[config.mk]
export PLATFORM = sky130hd
export DESIGN_NAME = sar_conv_sequencer
export DESIGN_NICKNAME = d
export VERILOG_FILES = /design/src/rtl/sar_conv_sequencer.sv
export SDC_FILE = /design/constraint.sdc
export NUM_CORES = 1
export LEC_CHECK = 0
export BUFFER_PORTS_ARGS = -buffer_cell sky130_fd_sc_hd__buf_2
export CAP_MARGIN = 20
export CORE_UTILIZATION = 56
export CTS_CLUSTER_SIZE = 40
export DETAILED_ROUTE_END_ITERATION = 7
export HOLD_SLACK_MARGIN = 0.06
export PLACE_DENSITY = 0.81
export SLEW_MARGIN = 20
export SYNTH_ARGS = -nofsm -noshare
export SYNTH_HDL_FRONTEND = slang
export SYNTH_SLANG_ARGS = --single-unit
[constraint.sdc]
create_clock -name clk -period 2.04 [get_ports clk]
set_clock_uncertainty 0.05 [all_clocks]
set_input_delay 0.102 -clock clk [delete_from_list [all_inputs] [get_ports clk]]
set_output_delay 0.102 -clock clk [all_outputs]
set_load 0.02 [all_outputs]
[src/rtl/sar_conv_sequencer.sv]
// Successive-approximation conversion sequencer.
// Drives the sample switch, the comparator strobe and the trial code into the
// capacitor-array decoder, resolves one bit per two clocks MSB first, and
// returns the converted word with a one-cycle valid pulse.
module sar_conv_sequencer #(
    parameter int unsigned NBITS         = 12,
    parameter int unsigned SAMPLE_CYCLES = 2
) (
    input  logic             clk,
    input  logic             rst,
    input  logic             start,
    input  logic             comp_in,
    output logic             sample,
    output logic             comp_strobe,
    output logic [NBITS-1:0] dac_code,
    output logic [NBITS-1:0] result,
    output logic             valid,
    output logic             busy
);

    localparam int unsigned KW = (NBITS > 1) ? $clog2(NBITS) : 1;
    localparam logic [KW-1:0] K_TOP = KW'(NBITS - 1);
    localparam logic [3:0] CNT_LAST = 4'(SAMPLE_CYCLES - 1);

    typedef enum logic [2:0] {
        ST_IDLE,
        ST_SAMPLE,
        ST_TRIAL,
        ST_DECIDE,
        ST_DONE
    } state_t;

    state_t           r_state;
    logic [3:0]       r_cnt;
    logic [KW-1:0]    r_k;
    logic [NBITS-1:0] r_work;
    logic             r_sample;
    logic             r_strobe;
    logic [NBITS-1:0] r_dac;
    logic [NBITS-1:0] r_result;
    logic             r_valid;
    logic             r_busy;

    logic [NBITS-1:0] w_bit;
    logic [NBITS-1:0] w_work_next;

    // One-hot mask of the bit under trial and the working word after this decision.
    assign w_bit       = NBITS'(1) << r_k;
    assign w_work_next = comp_in ? (r_work | w_bit) : r_work;

    // Conversion state machine; every output is updated alongside the state it belongs to.
    always_ff @(posedge clk) begin
        if (rst) begin
            r_state  <= ST_IDLE;
            r_cnt    <= '0;
            r_k      <= K_TOP;
            r_work   <= '0;
            r_sample <= 1'b0;
            r_strobe <= 1'b0;
            r_dac    <= '0;
            r_result <= '0;
            r_valid  <= 1'b0;
            r_busy   <= 1'b0;
        end else begin
            case (r_state)
                // DONE shares the start check with IDLE so back-to-back
                // requests skip the idle cycle entirely.
                ST_IDLE, ST_DONE: begin
                    r_valid <= 1'b0;
                    r_dac   <= '0;
                    if (start) begin
                        r_state  <= ST_SAMPLE;
                        r_sample <= 1'b1;
                        r_busy   <= 1'b1;
                        r_cnt    <= '0;
                        r_work   <= '0;
                        r_k      <= K_TOP;
                    end else begin
                        r_state <= ST_IDLE;
                    end
                end
                ST_SAMPLE: begin
                    if (r_cnt == CNT_LAST) begin
                        r_state  <= ST_TRIAL;
                        r_sample <= 1'b0;
                        r_strobe <= 1'b1;
                        r_dac    <= r_work | w_bit;
                    end else begin
                        r_cnt <= r_cnt + 4'd1;
                    end
                end
                ST_TRIAL: begin
                    r_state  <= ST_DECIDE;
                    r_strobe <= 1'b0;
                end
                ST_DECIDE: begin
                    r_work <= w_work_next;
                    if (r_k != '0) begin
                        r_k      <= r_k - KW'(1);
                        r_state  <= ST_TRIAL;
                        r_strobe <= 1'b1;
                        r_dac    <= w_work_next | (w_bit >> 1);
                    end else begin
                        r_state  <= ST_DONE;
                        r_result <= w_work_next;
                        r_dac    <= w_work_next;
                        r_valid  <= 1'b1;
                        r_busy   <= 1'b0;
                    end
                end
                default: begin
                    r_state <= ST_IDLE;
                end
            endcase
        end
    end

    assign sample      = r_sample;
    assign comp_strobe = r_strobe;
    assign dac_code    = r_dac;
    assign result      = r_result;
    assign valid       = r_valid;
    assign busy        = r_busy;

endmodule
### Yosys cells after proc, flatten, opt, wreduce, memory -nomap -nowiden

Cells that the tools add are included.

| storage, ports and cells | value |
|---|---|
| word-level logic and storage cells | 68 |
| bits of input ports | 4 |
| register bits | 51 |
| output and inout port bits | 28 |

| cells by class | value |
|---|---|
| bitwise gates (word level) | 3 |
| shift operators | 1 |
| equality and inequality tests | 10 |
| mux-type cells | 26 |
| reduce and logical (&&, ||, !) cells | 16 |
| add/sub/neg operators | 2 |

Operator list:

| kind | count |
|---|---|
| $mux W12 | 4 |
| $pmux W12 S3 | 1 |
| $pmux W12 S2 | 1 |
| $mux W4 | 4 |
| $pmux W4 S2 | 2 |
| $reduce_and A3 Y1 | 5 |
| $or A12 B11 Y12 | 1 |
| $or A12 B12 Y12 | 1 |
| $pmux W3 S4 | 1 |
| $shl A1 B4 Y12 const A | 1 |
| $ne A2 B2 Y1 const B | 5 |
| $reduce_and A2 Y1 | 4 |
| $mux W1 | 7 |
| $eq A3 B2 Y1 const B | 2 |
| $mux W3 | 2 |
| $pmux W1 S2 | 3 |
| $reduce_bool A3 Y1 | 2 |
| $add A4 B1 Y4 const B | 1 |
| $eq A4 B1 Y1 const B | 1 |
| $reduce_bool A2 Y1 | 2 |
| $reduce_bool A4 Y1 | 1 |
| $sub A4 B1 Y4 const B | 1 |
| $eq A3 B1 Y1 const B | 1 |
| $eq A3 B3 Y1 const B | 1 |
| other kinds (4) | 4 |

### Depth between registers and ports, before layout

Gate-level depths: netlist of the first run.

| logic depth | value |
|---|---|
| depth in word-level cells | 6 |
| depth in mapped cells | 7 |
| mapped depth without buffers | 6 |

### Worst setup path after synthesis of the first run

Ideal clock, no wire load.

| timing | value |
|---|---|
| path kind | register to register |
| start | register r_k[0] |
| end | register r_result[10] (netlist: result[10]) |
| stages on the path, launching flop included | 8 |
| period minus slack after synthesis | 1.693 ns |
| setup time | 0.074 ns |
| path buffers | 1 |
| slack | 0.347 ns |
| arrival time | 1.569 ns |
| required time | 1.916 ns |
| path through | dfxtp_1 -> inv_1 -> ha_1 -> or3b_4 -> nor2_4 -> buf_6 -> nor2_1 -> nor3_2 |

| between the ends | value |
|---|---|
| longest elaborated chain between the ends | 3 |
| elaborated cells on any way between the ends | 6 |
| classes of those cells | 1 x shift; 1 x mux; 2 x bitwise; 2 x reduce/logical |

RTL lines:

| item | RTL line | text |
|---|---|---|
| from (decl) | 35 | `logic [KW-1:0] r_k;` |
| from (signal assigned) | 99 | `r_k <= r_k - KW'(1);` |
| $shl A1 B4 Y12 or $reduce_bool A4 Y1 (tied branches) | 48, 98 |  |
| $or A12 B12 Y12 or $not A1 Y1 (tied branches) | - |  |
| $mux W12 or $reduce_and A2 Y1 (tied branches) | - |  |
| to (signal assigned) | 105 | `r_result <= w_work_next;` |
| to (decl) | 40 | `logic [NBITS-1:0] r_result;` |

Parallel ways exist; a longest one is shown, timed or not.
A chain may end at the register's enable or synchronous reset.

### Final worst setup path of the first run

| timing | value |
|---|---|
| start | register r_k[0] |
| end | register r_result[0] (netlist: result[0]) |

The elaborated chain is that of the path after synthesis.

==> flow_summary.ini, run 1 <==
[sta]
relSlewSlack_pct = 60.4
worstMarginPinSlew_ps = 593
fin_setup_tns_ps = 0
post-route-period-util_pct = 91.9
fmax_mhz = 533
hold_viol = 0
grt_setup_unrepaired = no
drv_slew = 0
period_minus_slack_ps = 1880
setup_violations = 0

[pwr]
leakage_nw = 1.03
powerDensity_mw_per_mm2 = 679
ir_drop_mv = 0.367
total_power_mw = 1.73

[yosys]
syn_inst = 252
yosysWarnings = 0
synth_area_leaders = dfxtp_1 (45%), nor2_1 (7.4%), a22oi_1 (3.9%)
yosysTopAreaCellShare_pct = 44.6
synth-xor-area-share_pct = 1.91
post-synth-top-count-cell = dfxtp_1
yosysTopAreaCell = dfxtp_1
synth_edf_count = 0
synth_seq_cells = 51
yosys-mux-area-fraction_pct = 0.984
synth_seq_area_share_pct = 44.6
synthAdderAreaFrac_pct = 3.83
yosysUniqueCellTypes = 48
synthTopCellsByCount = dfxtp_1 (51), nor2_1 (45), nor3_1 (14), a22oi_1 (12), o2bb2ai_1 (10)
synthesis.area_mm2 = 0.00229
synth_ff_type = dfxtp_1
synthSimpleGateAreaFrac_pct = 23.1
synth_compound_area_share_pct = 20.2
synth_top_family_by_area = simple AND/OR/NAND/NOR gates
syn_nets = 263
syn_area_per_cell_um2 = 9.09
synthArstFlopShare_pct = 0

[detailed_routing]
drc = 0
via_count = 1848
drtAntennaViolNets = 0
via_per_inst = 5.69
dr.pass1.iters = 4
post_drt_wl_per_cell_um = 14.4
drtIter0Drc = 148
finalWirelength_um = 4680

[cts]
numCtsBuffers = 5
clk_latency_ps = 310
postCtsSetupBuffers = 0
cts_tree = yes
cts_sinks = 51
cts_buffer_depth = 2
cts-root-buf = clkbuf_8
htree_levels = 2
clk_pin_slew_ps = 90

[grt]
grt_pass1_vias = 1616
antenna_found_initial = 0
grt_overflow = 0
grt_usage_pct = 23.6
grt_max_degree = 34
grt_first_pass_wirelength_um = 7800

[placed_design]
dpl_cell_area_mm2 = 0.00245
hpwlAfterDp_um = 3250
portBuffers = 31
gp_congestion = 0.878

[status]
status = completed

[final_layout]
fin_util_pct = 67.2
fillers = 329
nets = 288
drive_above_1_share_pct = 22.0
area_growth_pct = 11.4
diodes = 0
fin_area_mm2 = 0.00255

[critical_path]
cp_data_required_time_ps = 2220
cp-start-kind = register
worstPathMaxFanout = 14
arrival_ps = 2050
endpoint_kind = register
critPathKind = register to register

[die]
fp.dieW_um = 65.9
start_util_pct = 60.3
rows = 22
die_y_um = 65.9
die_area_mm2 = 0.00435
num_io_pins = 32
core_area_mm2 = 0.00380

[flow_run]
maxCapViolCount = 0

[hold_path]
min_path_type = input pin to register
-- per-stage QoR --
| stage | std cells | setup WS, ps | hold slack, ps |
|---|---|---|---|
| 2_1_floorplan | 252 | 347 | 261 |
| 6_report | 325 | 165 | 179 |
| 5_1_grt | 325 | 36.9 | 195 |
| 4_1_cts | 325 | 55.2 | 169 |
| 3_5_place_dp | 317 | 97.5 | 351 |
| 3_3_place_gp | 317 | 123 | 345 |
-- repair_timing --
| action | in CTS | in global routing |
|---|---|---|
| gates resized for setup | 0 | 2 |
| hold buffers | 1 | 0 |
| endpoints found under the setup margin | 0 | 13 |
| hold endpoints to repair | 4 | 0 |
-- worst max-delay path, cell delays in order (launching register included) --
cell and delay [ps]:
dfxtp_1 370, inv_1 140, ha_2 290, or3b_4 430, nor2_4 280, nor2_1 70
nor3_1 180
-- power by group --
part,internal (mW),leakage (nW),switching [mW],total (mW)
logic,0.0578,0.575,0.0942,0.152
registers,1.01,0.412,0.0187,1.03
clock network,0.235,0.0440,0.318,0.553
-- layout make-up --
class / instances / area, µm² / area share, %
multi-input cells: 175 / 1150 / 45.3
flip-flops and latches: 51 / 1020 / 40.0
repair buffers: 38 / 210 / 8.24
clock buffers: 5 / 68.8 / 2.70
well taps: 48 / 60.1 / 2.35
inverters: 6 / 22.5 / 0.883
clock inverters: 2 / 13.8 / 0.539
-- layer usage --
layer / track usage, % / part of all wire [%] / vias up
li1: - / - / 943
met1: 34.7 / 52 / 847
met2: 34.8 / 41 / 51
met3: 4.66 / 5.4 / 7
met4: 6.38 / 0.98 / 0
met5: 0 / 0 / -
-- layout by cell type (no fill, tap or decap), types with 2 or more instances in the layout --
master and n:
a211oi_1 2, a21boi_0 2, a21o_1 3, a21oi_1 8, a221oi_1 4, a22o_1 3
a22oi_1 12, a2bb2oi_1 2, a311oi_1 3, a31o_2 3, a31oi_1 4, and3_1 3
buf_2 31, buf_4 6, clkbuf_8 5, dfxtp_1 51, ha_1 6, inv_1 6
mux2_2 2, nand2_1 7, nand2b_1 5, nand3_1 4, nor2_1 45, nor2b_1 4
nor3_1 14, nor3_2 3, nor4_1 2, o2bb2ai_1 10, or3b_1 2, xnor2_1 3
xor2_1 2
-- state kept, by name (all words and copies together), names as in the netlist --
name,cells
r_state,3
r_cnt,4
sample,1
busy,1
r_work,12
valid,1
comp_strobe,1
r_k,4
dac_code,12
result,12
-- cell families after synthesis --
kind of cell	after synthesis
and+or+nand+nor	101
AOI/OAI and AO/OA	60
DFF	51
buffers and inverters	26
adders and majority gates	7
xor gates and xnor gates	5
muxes	2
-- worst paths after layout --
kind | from | endpoint | slack (ps) | depth (start not counted)
hold / removal | comp_in | r_work[0]$_SDFFE_PP0P_ | 180 | 3
hold reg to reg | dac_code[0]$_SDFFE_PP0P_ | dac_code[0]$_SDFFE_PP0P_ | 420 | 1
setup / recovery | r_k[0]$_SDFFE_PP1P_ | result[0]$_SDFFE_PP0P_ | 160 | 6
setup reg to reg | r_k[0]$_SDFFE_PP1P_ | result[0]$_SDFFE_PP0P_ | 160 | 6
Note: power is estimated with default switching activity, not from simulation.
==> run 2: changes to the inputs <==
--- a/config.mk
+++ b/config.mk
@@ -12,6 +12,7 @@
 export DETAILED_ROUTE_END_ITERATION = 7
 export HOLD_SLACK_MARGIN = 0.06
 export PLACE_DENSITY = 0.81
+export RECOVER_POWER = 100
 export SLEW_MARGIN = 20
 export SYNTH_ARGS = -nofsm -noshare
 export SYNTH_HDL_FRONTEND = slang
==> run 2 against run 1 <==
Against the previous run: critical path depth stayed put; global-route usage stayed put; largest cell class unchanged; largest power group unchanged; flip-flop and latch count stayed put; combinational power hardly changed; cell area is 1.4% lower; die area stayed put; power is 0.25% lower; critical path type unchanged; fmax is 0.40% higher; final cell count stayed put; register-to-register slack hardly changed.
==> flow_summary.ini, run 2 (synthesis results as in run 1) <==
[sta]
fmax_mhz = 535
relSlewSlack_pct = 60.6
worstMarginPinSlew_ps = 591
post-route-period-util_pct = 91.6
fin_setup_tns_ps = 0
period_minus_slack_ps = 1870
hold_viol = 0
grt_setup_unrepaired = no
drv_slew = 0
hold_ws_ps = 175
setup_violations = 0

[detailed_routing]
via_per_inst = 5.65
drtAntennaViolNets = 0
drtIter0Drc = 139
finalWirelength_um = 4700
post_drt_wl_per_cell_um = 14.4
dr.pass1.iters = 4
drc = 0
via_count = 1837

[critical_path]
arrival_ps = 2050
ff2ff_setup_slack_ps = 170
endpoint_kind = register
critPathKind = register to register
cp_data_required_time_ps = 2220
cp-start-kind = register
worstPathMaxFanout = 14

[hold_path]
min_path_type = input pin to register

[final_layout]
diodes = 0
fillers = 342
nets = 288
final_common_cell = dfxtp_1
drive_above_1_share_pct = 11.9
ff_latch_area_mm2 = 0.00102
area_growth_pct = 9.89
multiInputGateArea_mm2 = 0.00115
layout_common_cells = dfxtp_1 (51), nor2_1 (45), clkbuf_1 (28)

[die]
start_util_pct = 60.3
rows = 22
die_y_um = 65.9
num_io_pins = 32
core_area_mm2 = 0.00380
die_area_mm2 = 0.00435
fp.dieW_um = 65.9

[cts]
cts_buffer_depth = 2
cts_tree = yes
postCtsSetupBuffers = 0
clk_pin_slew_ps = 90
clk_latency_ps = 300
cts-root-buf = clkbuf_8
cts_sinks = 51
htree_levels = 2
numCtsBuffers = 5

[placed_design]
gp_congestion = 0.878
portBuffers = 31
hpwlAfterDp_um = 3250

[grt]
grt_first_pass_wirelength_um = 7800
grt_max_degree = 34
grt_pass1_vias = 1616
grt_overflow = 0
grt_usage_pct = 23.6
antenna_found_initial = 0

[flow_run]
maxCapViolCount = 0

[pwr]
ir_drop_mv = 0.364
powerDensity_mw_per_mm2 = 687
leakage_nw = 0.909
total_power_mw = 1.73

[status]
status = completed
run 2: changes by cell type in the layout (fill, tap and decap cells not counted):
| cell | change |
|---|---|
| buf_2 | -28 |
| clkbuf_1 | +28 |
run 2: final timing paths:
path	start	to	depth (start not counted)
max	r_k[0]$_SDFFE_PP1P_	result[0]$_SDFFE_PP0P_	6
max reg2reg	r_k[0]$_SDFFE_PP1P_	result[0]$_SDFFE_PP0P_	6
min reg2reg	dac_code[0]$_SDFFE_PP0P_	dac_code[0]$_SDFFE_PP0P_	1
min	comp_in	r_work[0]$_SDFFE_PP0P_	3
run 2: metrics by stage:
step                util [%]  instances  area (µm²)  setup WS [ps]
floorplan                  -        252        2290            347
global placement        64.5        317        2450            123
detailed placement      64.5        317        2450           97.5
CTS                     66.9        325        2540           55.2
global route            66.2        325        2520           36.9
finish                  66.2        325        2520            172
run 2: area by class of cell:
class / instances / area share [%]
repair buffers: 38 / 6.96
inverters: 6 / 0.895
multi-input cells: 175 / 45.9
clock buffers: 5 / 2.73
clock inverters: 2 / 0.547
flip-flops and latches: 51 / 40.6
well taps: 48 / 2.39
run 2: what timing repair did:
action	4_1_cts	5_1_grt
hold buffers	1	0
setup endpoints to repair	0	13
resized for setup	0	2
endpoints found under the hold margin	4	0
run 2: where the power goes:
part	leakage (nW)	switching (mW)	internal, mW
clock network	0.0440	0.316	0.235
registers	0.412	0.0186	1.01
logic	0.453	0.0941	0.0559
total	0.909	0.429	1.30
run 2: routing by layer:
| metal | GRT usage, % | wire (µm) | vias to the layer above |
|---|---|---|---|
| li1 | - | - | 945 |
| met1 | 34.7 | 2430 | 835 |
| met2 | 34.8 | 1930 | 50 |
| met3 | 4.66 | 282 | 7 |
| met4 | 6.38 | 49 | 0 |
| met5 | 0 | 0 | - |
run 2: critical path, cell delays in order, from the launching register on:
cell and delay (ps):
dfxtp_1 370, inv_1 140, ha_2 290, or3b_4 430, nor2_4 270, nor2_1 70, nor3_1 180
